===== src/rtl/pwm_mixer_n_pkg.sv =====
// Shared definitions for the quadrature-encoder PWM mixer.
// Holds the legal parameter ranges, the reset values used by the debouncers and the
// level registers, and a helper that validates a parameter set at elaboration.
package pwm_mixer_n_pkg;

  localparam int unsigned NUM_CH_MIN   = 1;
  localparam int unsigned NUM_CH_MAX   = 8;
  localparam int unsigned WIDTH_MIN    = 4;
  localparam int unsigned WIDTH_MAX    = 12;
  localparam int unsigned HIST_LEN_MIN = 2;
  localparam int unsigned HIST_LEN_MAX = 16;

  // Debounced encoder lines and their histories come out of reset low.
  localparam logic        DEB_RESET   = 1'b0;
  // Channel level (and duty shadow) value after reset.
  localparam int unsigned LEVEL_RESET = 0;

  function automatic bit params_ok(input int unsigned num_ch, input int unsigned width,
                                   input int unsigned hist_len, input int unsigned saturate,
                                   input int unsigned step);
    bit ok;
    ok = (num_ch >= NUM_CH_MIN) && (num_ch <= NUM_CH_MAX) &&
         (width >= WIDTH_MIN) && (width <= WIDTH_MAX) &&
         (hist_len >= HIST_LEN_MIN) && (hist_len <= HIST_LEN_MAX) &&
         (saturate <= 1) && (step >= 1);
    if (ok) ok = (step <= (32'd1 << (width - 1)));
    return ok;
  endfunction

endpackage


===== src/rtl/mixer_channel.sv =====
// One encoder-to-PWM channel.
// Synchronises and debounces the A/B quadrature lines, steps a level register on each
// debounced A rising edge (direction from debounced B), snapshots the level into a duty
// shadow at the period boundary, and compares the shared counter against that duty.
// Ports:
//   clk, reset       clock, asynchronous active-low reset
//   enc_a, enc_b     raw quadrature inputs (asynchronous to clk)
//   cnt              shared period counter
//   load             high in the cycle the counter sits at its maximum
//   pwm_out          registered PWM output
//   level_out        live level register
module mixer_channel
  import pwm_mixer_n_pkg::*;
#(
  parameter int unsigned WIDTH    = 8,
  parameter int unsigned HIST_LEN = 8,
  parameter int unsigned SATURATE = 1,
  parameter int unsigned STEP     = 1
) (
  input  logic             clk,
  input  logic             reset,
  input  logic             enc_a,
  input  logic             enc_b,
  input  logic [WIDTH-1:0] cnt,
  input  logic             load,
  output logic             pwm_out,
  output logic [WIDTH-1:0] level_out
);

  localparam logic [WIDTH:0]   STEP_W    = (WIDTH + 1)'(STEP);
  localparam logic [WIDTH-1:0] LEVEL_MAX = '1;
  localparam logic [WIDTH-1:0] LEVEL_RST = WIDTH'(LEVEL_RESET);

  logic [1:0]          a_sync_q, b_sync_q;
  logic [HIST_LEN-1:0] a_hist_q, b_hist_q;
  logic                a_deb_q, a_deb_d, b_deb_q, b_deb_d;
  logic                a_prev_q;
  logic [WIDTH-1:0]    level_q, level_d, duty_q, duty_d;
  logic [WIDTH:0]      sum, diff;
  logic                pwm_q;

  // Debounce: follow the line only once the whole history agrees, otherwise hold.
  always_comb begin
    a_deb_d = a_deb_q;
    if (&a_hist_q) a_deb_d = 1'b1;
    else if (~|a_hist_q) a_deb_d = 1'b0;
    b_deb_d = b_deb_q;
    if (&b_hist_q) b_deb_d = 1'b1;
    else if (~|b_hist_q) b_deb_d = 1'b0;
  end

  // One extra bit catches overflow on add and borrow on subtract.
  always_comb begin
    sum     = {1'b0, level_q} + STEP_W;
    diff    = {1'b0, level_q} - STEP_W;
    level_d = level_q;
    if (a_deb_q && !a_prev_q) begin
      if (!b_deb_q) level_d = ((SATURATE != 0) && sum[WIDTH])  ? LEVEL_MAX : sum[WIDTH-1:0];
      else          level_d = ((SATURATE != 0) && diff[WIDTH]) ? '0        : diff[WIDTH-1:0];
    end
    // Shadow takes the pre-update level, so a coincident step lands next period.
    duty_d = load ? level_q : duty_q;
  end

  always_ff @(posedge clk or negedge reset) begin
    if (!reset) begin
      a_sync_q <= {2{DEB_RESET}};
      b_sync_q <= {2{DEB_RESET}};
      a_hist_q <= {HIST_LEN{DEB_RESET}};
      b_hist_q <= {HIST_LEN{DEB_RESET}};
      a_deb_q  <= DEB_RESET;
      b_deb_q  <= DEB_RESET;
      a_prev_q <= DEB_RESET;
      level_q  <= LEVEL_RST;
      duty_q   <= LEVEL_RST;
      pwm_q    <= 1'b0;
    end else begin
      a_sync_q <= {a_sync_q[0], enc_a};
      b_sync_q <= {b_sync_q[0], enc_b};
      a_hist_q <= {a_hist_q[HIST_LEN-2:0], a_sync_q[1]};
      b_hist_q <= {b_hist_q[HIST_LEN-2:0], b_sync_q[1]};
      a_deb_q  <= a_deb_d;
      b_deb_q  <= b_deb_d;
      a_prev_q <= a_deb_q;
      level_q  <= level_d;
      duty_q   <= duty_d;
      pwm_q    <= (cnt < duty_q);
    end
  end

  assign pwm_out   = pwm_q;
  assign level_out = level_q;

endmodule


===== src/rtl/pwm_mixer_n.sv =====
// Multi-channel rotary-encoder to PWM mixer.
// Each channel turns quadrature detents into a level; all channels share one free-running
// period counter and emit a registered PWM whose duty is that level, updated only at the
// period boundary.
// Ports:
//   clk, reset      clock, asynchronous active-low reset
//   enc_a, enc_b    quadrature inputs, one bit per channel
//   pwm_out         registered PWM per channel
//   level_out       live levels, channel i at [i*WIDTH +: WIDTH]
//   sync            one-cycle pulse on the first cycle of each period
//   io_oeb          pad output enables, tied low
module pwm_mixer_n
  import pwm_mixer_n_pkg::*;
#(
  parameter int unsigned NUM_CH   = 3,
  parameter int unsigned WIDTH    = 8,
  parameter int unsigned HIST_LEN = 8,
  parameter int unsigned SATURATE = 1,
  parameter int unsigned STEP     = 1
) (
  input  logic                    clk,
  input  logic                    reset,
  input  logic [NUM_CH-1:0]       enc_a,
  input  logic [NUM_CH-1:0]       enc_b,
  output logic [NUM_CH-1:0]       pwm_out,
  output logic [NUM_CH*WIDTH-1:0] level_out,
  output logic                    sync,
  output logic [NUM_CH:0]         io_oeb
);

  localparam logic [WIDTH-1:0] CNT_MAX = '1;

  if (!params_ok(NUM_CH, WIDTH, HIST_LEN, SATURATE, STEP)) begin : g_bad_params
    $error("pwm_mixer_n: parameter out of range");
  end

  logic [WIDTH-1:0] cnt_q;
  logic             sync_q;
  logic             load;

  assign load = (cnt_q == CNT_MAX);

  // Outputs are registered from the counter, so sync lines up with the first PWM
  // cycle that uses the freshly loaded duty.
  always_ff @(posedge clk or negedge reset) begin
    if (!reset) begin
      cnt_q  <= '0;
      sync_q <= 1'b0;
    end else begin
      cnt_q  <= cnt_q + WIDTH'(1);
      sync_q <= (cnt_q == '0);
    end
  end

  for (genvar i = 0; i < NUM_CH; i++) begin : g_ch
    mixer_channel #(
      .WIDTH    (WIDTH),
      .HIST_LEN (HIST_LEN),
      .SATURATE (SATURATE),
      .STEP     (STEP)
    ) u_ch (
      .clk       (clk),
      .reset     (reset),
      .enc_a     (enc_a[i]),
      .enc_b     (enc_b[i]),
      .cnt       (cnt_q),
      .load      (load),
      .pwm_out   (pwm_out[i]),
      .level_out (level_out[i*WIDTH +: WIDTH])
    );
  end

  assign sync   = sync_q;
  assign io_oeb = '0;

endmodule


===== config.mk =====
export PLATFORM = sky130hd
export DESIGN_NAME = pwm_mixer_n
export DESIGN_NICKNAME = d
export VERILOG_FILES = /design/src/rtl/pwm_mixer_n_pkg.sv /design/src/rtl/mixer_channel.sv /design/src/rtl/pwm_mixer_n.sv
export SDC_FILE = /design/constraint.sdc
export NUM_CORES = 1
export LEC_CHECK = 0
export BUFFER_PORTS_ARGS = -buffer_cell sky130_fd_sc_hd__buf_2
export CORE_ASPECT_RATIO = 0.6
export CORE_MARGIN = 2
export CORE_UTILIZATION = 38
export CTS_BUF_LIST = sky130_fd_sc_hd__clkbuf_4 sky130_fd_sc_hd__clkbuf_8 sky130_fd_sc_hd__clkbuf_16
export CTS_CLUSTER_SIZE = 8
export DETAILED_ROUTE_END_ITERATION = 8
export SYNTH_ARGS = -nofsm -noshare
export SYNTH_HDL_FRONTEND = slang
export SYNTH_SLANG_ARGS = --single-unit

===== constraint.sdc =====
create_clock -name clk -period 2.2 [get_ports clk]
set_clock_uncertainty 0.1 [all_clocks]
set_input_delay 0.44 -clock clk [delete_from_list [all_inputs] [get_ports clk]]
set_output_delay 0.44 -clock clk [all_outputs]
set_load 0.02 [all_outputs]

==> impl_metrics.env <==
export IMPL_status="finished, final reports clean"
export IMPL_worst_setup_path_type="reg2reg"
export IMPL_async_reset_ff_share_pct=100
export IMPL_hold_violations=0
export IMPL_synth_avg_cell_area_um2=11.1
export IMPL_port_buffers=35
export IMPL_via_count=4379
export IMPL_postRouteAntennaNets=0
export IMPL_antenna_found_initial=0
export IMPL_setup_viol=0
export IMPL_required_ns=2.39
export IMPL_rows=35
export IMPL_rsz0062_at_grt="no"
export IMPL_fmax_mhz=475
export IMPL_maxSlewViolCount=0
export IMPL_routabilityCongestion=0.898
export IMPL_relSlewSlack_pct=59.1
export IMPL_ys_seq_elements=129
export IMPL_grt_pass1_vias=4212
export IMPL_p_leak_uw=0.00307
export IMPL_drt_iter0_drc=331
export IMPL_grt_pass1_wl_mm=22.0
export IMPL_ir_worst_vdd_v=0.000481
export IMPL_critPathArrivalTime_ns=2.30
export IMPL_cts_buffer_depth=2
export IMPL_clkLatencyLatePin_ns=0.42
export IMPL_place_ws_ns=0.123
export IMPL_yosysTopAreaCellShare_pct=53.3
export IMPL_crit_path_end_kind="register"
export IMPL_viasPerCell=5.39
export IMPL_worst_r2r_endpoint="g_ch[0].u_ch.level_out[7]$_DFFE_PN0P_"
export IMPL_final_common_cell="dfrtp_1"
export IMPL_cts_sinks=129
export IMPL_final_cell_mix="dfrtp_1 (129), inv_1 (37), buf_2 (34)"
export IMPL_ios=40
export IMPL_ctsResizeCount=0
export IMPL_synth_seq_area_share_pct=53.3
export IMPL_start_util_pct=39.1
export IMPL_cts_root_buf="clkbuf_16"
export IMPL_diodes=0
export IMPL_clkSlewWorstSetupHoldPaths_ns=0.07
export IMPL_ff2ff_path_depth=6
export IMPL_p_per_area_nw_per_um2=1040
export IMPL_die_area_um2=17000
export IMPL_netlist_area_um2=6050
export IMPL_wl_mm=12.9
export IMPL_dp_hpwl_mm=9.00
export IMPL_fp_coreArea_um2=15500
export IMPL_synth_cell_types=61
export IMPL_fin_setup_tns_ns=0
export IMPL_fp_dieW_um=167
export IMPL_power_total_uw=7350
export IMPL_reg2reg_from="g_ch[0].u_ch.level_out[0]$_DFFE_PN0P_"
export IMPL_grt_usage_pct=16.4
export IMPL_synth_edf_count=0
export IMPL_startpoint="g_ch[0].u_ch.level_out[0]$_DFFE_PN0P_"
export IMPL_netlist_top_cells_area="dfrtp_1 (53%), ha_1 (6.0%), mux2_2 (3.2%)"
export IMPL_path_max_fanout=7
export IMPL_cap_violations=0
export IMPL_period_minus_slack_ns=2.11
export IMPL_syn_to_final_growth_pct=17.1
export IMPL_die_h_um=102
export IMPL_min_period_over_period_pct=95.7
export IMPL_drtPass1Iterations=6
export IMPL_hold_start="enc_b[2]"
export IMPL_route_detailed_drc=0
export IMPL_cts_buffers=17
export IMPL_grt_max_degree=67
export IMPL_synth_main_ff_cell="dfrtp_1"
export IMPL_max_stage_delay_ns=0.47
export IMPL_routedWlPerCell_um=15.9
export IMPL_drive_above_1_share_pct=20.2
export IMPL_tritoncts="yes"
export IMPL_cp_endpoint="g_ch[0].u_ch.level_out[7]$_DFFE_PN0P_"
export IMPL_overflow=0
export IMPL_crit_chain="inv_1 > ha_1 > nor4b_4 > a21oi_1 > and4_1 > or3_1"
export IMPL_synth_top_area_cell="dfrtp_1"
export IMPL_synthCells=544
export IMPL_worst_pin_slew_ns=0.608
export IMPL_hold_path_class="in2reg"
export IMPL_reg2reg_slack_ns=0.09
export IMPL_nets=633
export IMPL_yosysWarnings=0
export IMPL_worst_slack_ns=0.0939
export IMPL_start_kind="register"
export IMPL_h_tree_depth=4
export IMPL_slowest_stage="dfrtp_1"
-- worst min path at each step --
| stage | to | slack, ns | cells past startpoint |
|---|---|---|---|
| after CTS | g_ch[2].u_ch.b_sync_q[0]$_DFF_PN0_ | 0.005 | 1 |
| after global placement | g_ch[2].u_ch.a_hist_q[0]$_DFF_PN0_ | 0.23 | 0 |
| after floorplan | cnt_q[0]$_DFF_PN0_ | 0.04 | 0 |
| after detailed placement | g_ch[1].u_ch.a_hist_q[0]$_DFF_PN0_ | 0.24 | 0 |
| final | g_ch[2].u_ch.b_sync_q[0]$_DFF_PN0_ | 0.02 | 1 |
| after global routing | g_ch[2].u_ch.b_sync_q[0]$_DFF_PN0_ | 0.0005 | 1 |
-- per-layer routing --
metal	share of wire, %	vias up	global-route usage [%]	routed length (µm)
met5	0	-	0	0
met4	0.89	0	5.24	114
met1	52	2144	25.3	6680
met2	41	148	21.9	5240
li1	-	2076	-	-
met3	6.5	11	4.42	843
-- worst max-delay path: cells and delay by family (launching register included) --
family	cells	cell delay [ns]
compound gates	1	0.19
simple gates	3	0.92
flops	1	0.47
fa+ha+maj	1	0.22
buf+inv	1	0.09
-- where the power goes --
group          internal, µW  total [µW]  switching, µW
clock                  1490        2680           1190
combinational           667        1700           1030
sequential             2580        2960            377
-- through the flow --
step           area [µm²]  utilization, %  std cells  hold WS, ns
6_report             7080            45.8        812       0.0244
5_1_grt              7080            45.8        812     0.000481
4_1_cts              7080            45.8        812      0.00456
3_5_place_dp         6510            42.1        779        0.236
3_3_place_gp         6510            42.1        779        0.233
2_1_floorplan        6060               -        547       0.0444
-- area by class of cell --
type | count | area, µm²
fill | 1456 | 8370
sequential | 129 | 3230
multi-input combinational | 347 | 2480
clock buffer | 17 | 425
timing repair buffer | 63 | 415
tap | 203 | 254
inverter | 38 | 143
clock inverter | 15 | 136
-- synthesized netlist by cell type, drive strengths merged (11+ instances only) --
cell / instances
mux2i: 12
buf: 24
nand3: 33
nor3: 12
o21ai: 28
nand2: 28
a31oi: 13
mux2: 17
nor4: 11
a21oi: 20
nor2: 23
ha: 29
dfrtp: 129
nand4: 12
inv: 37
-- timing repair --
item	CTS	global route
hold buffers	1	0
buffers inserted	0	0
hold endpoints to repair	129	0
-- flip-flops by register name (all words and copies together), names as in the netlist, 3 cells and up --
signal	count
g_ch.u_ch.a_hist_q	24
g_ch.u_ch.b_hist_q	24
g_ch.u_ch.duty_q	24
g_ch.u_ch.level_out	24
cnt_q	8
g_ch.u_ch.a_sync_q	6
g_ch.u_ch.b_sync_q	6
g_ch.u_ch.a_deb_q	3
g_ch.u_ch.a_prev_q	3
g_ch.u_ch.b_deb_q	3
g_ch.u_ch.pwm_out	3
-- kinds of logic (layout without fill, tap and decap cells) --
kind of cell    after synthesis  after routing  share of synthesized area (%)
compound gates              112            112                           12.5
other cells                   1              4                         0.0620
flops                       129            129                           53.3
xor+xnor                     10             10                           1.45
mux                          29             29                           5.15
simple gates                163            163                           15.7
fa+ha+maj                    29             29                           6.00
buf+inv                      71            133                           5.81
(Power assumes the default switching activity.)
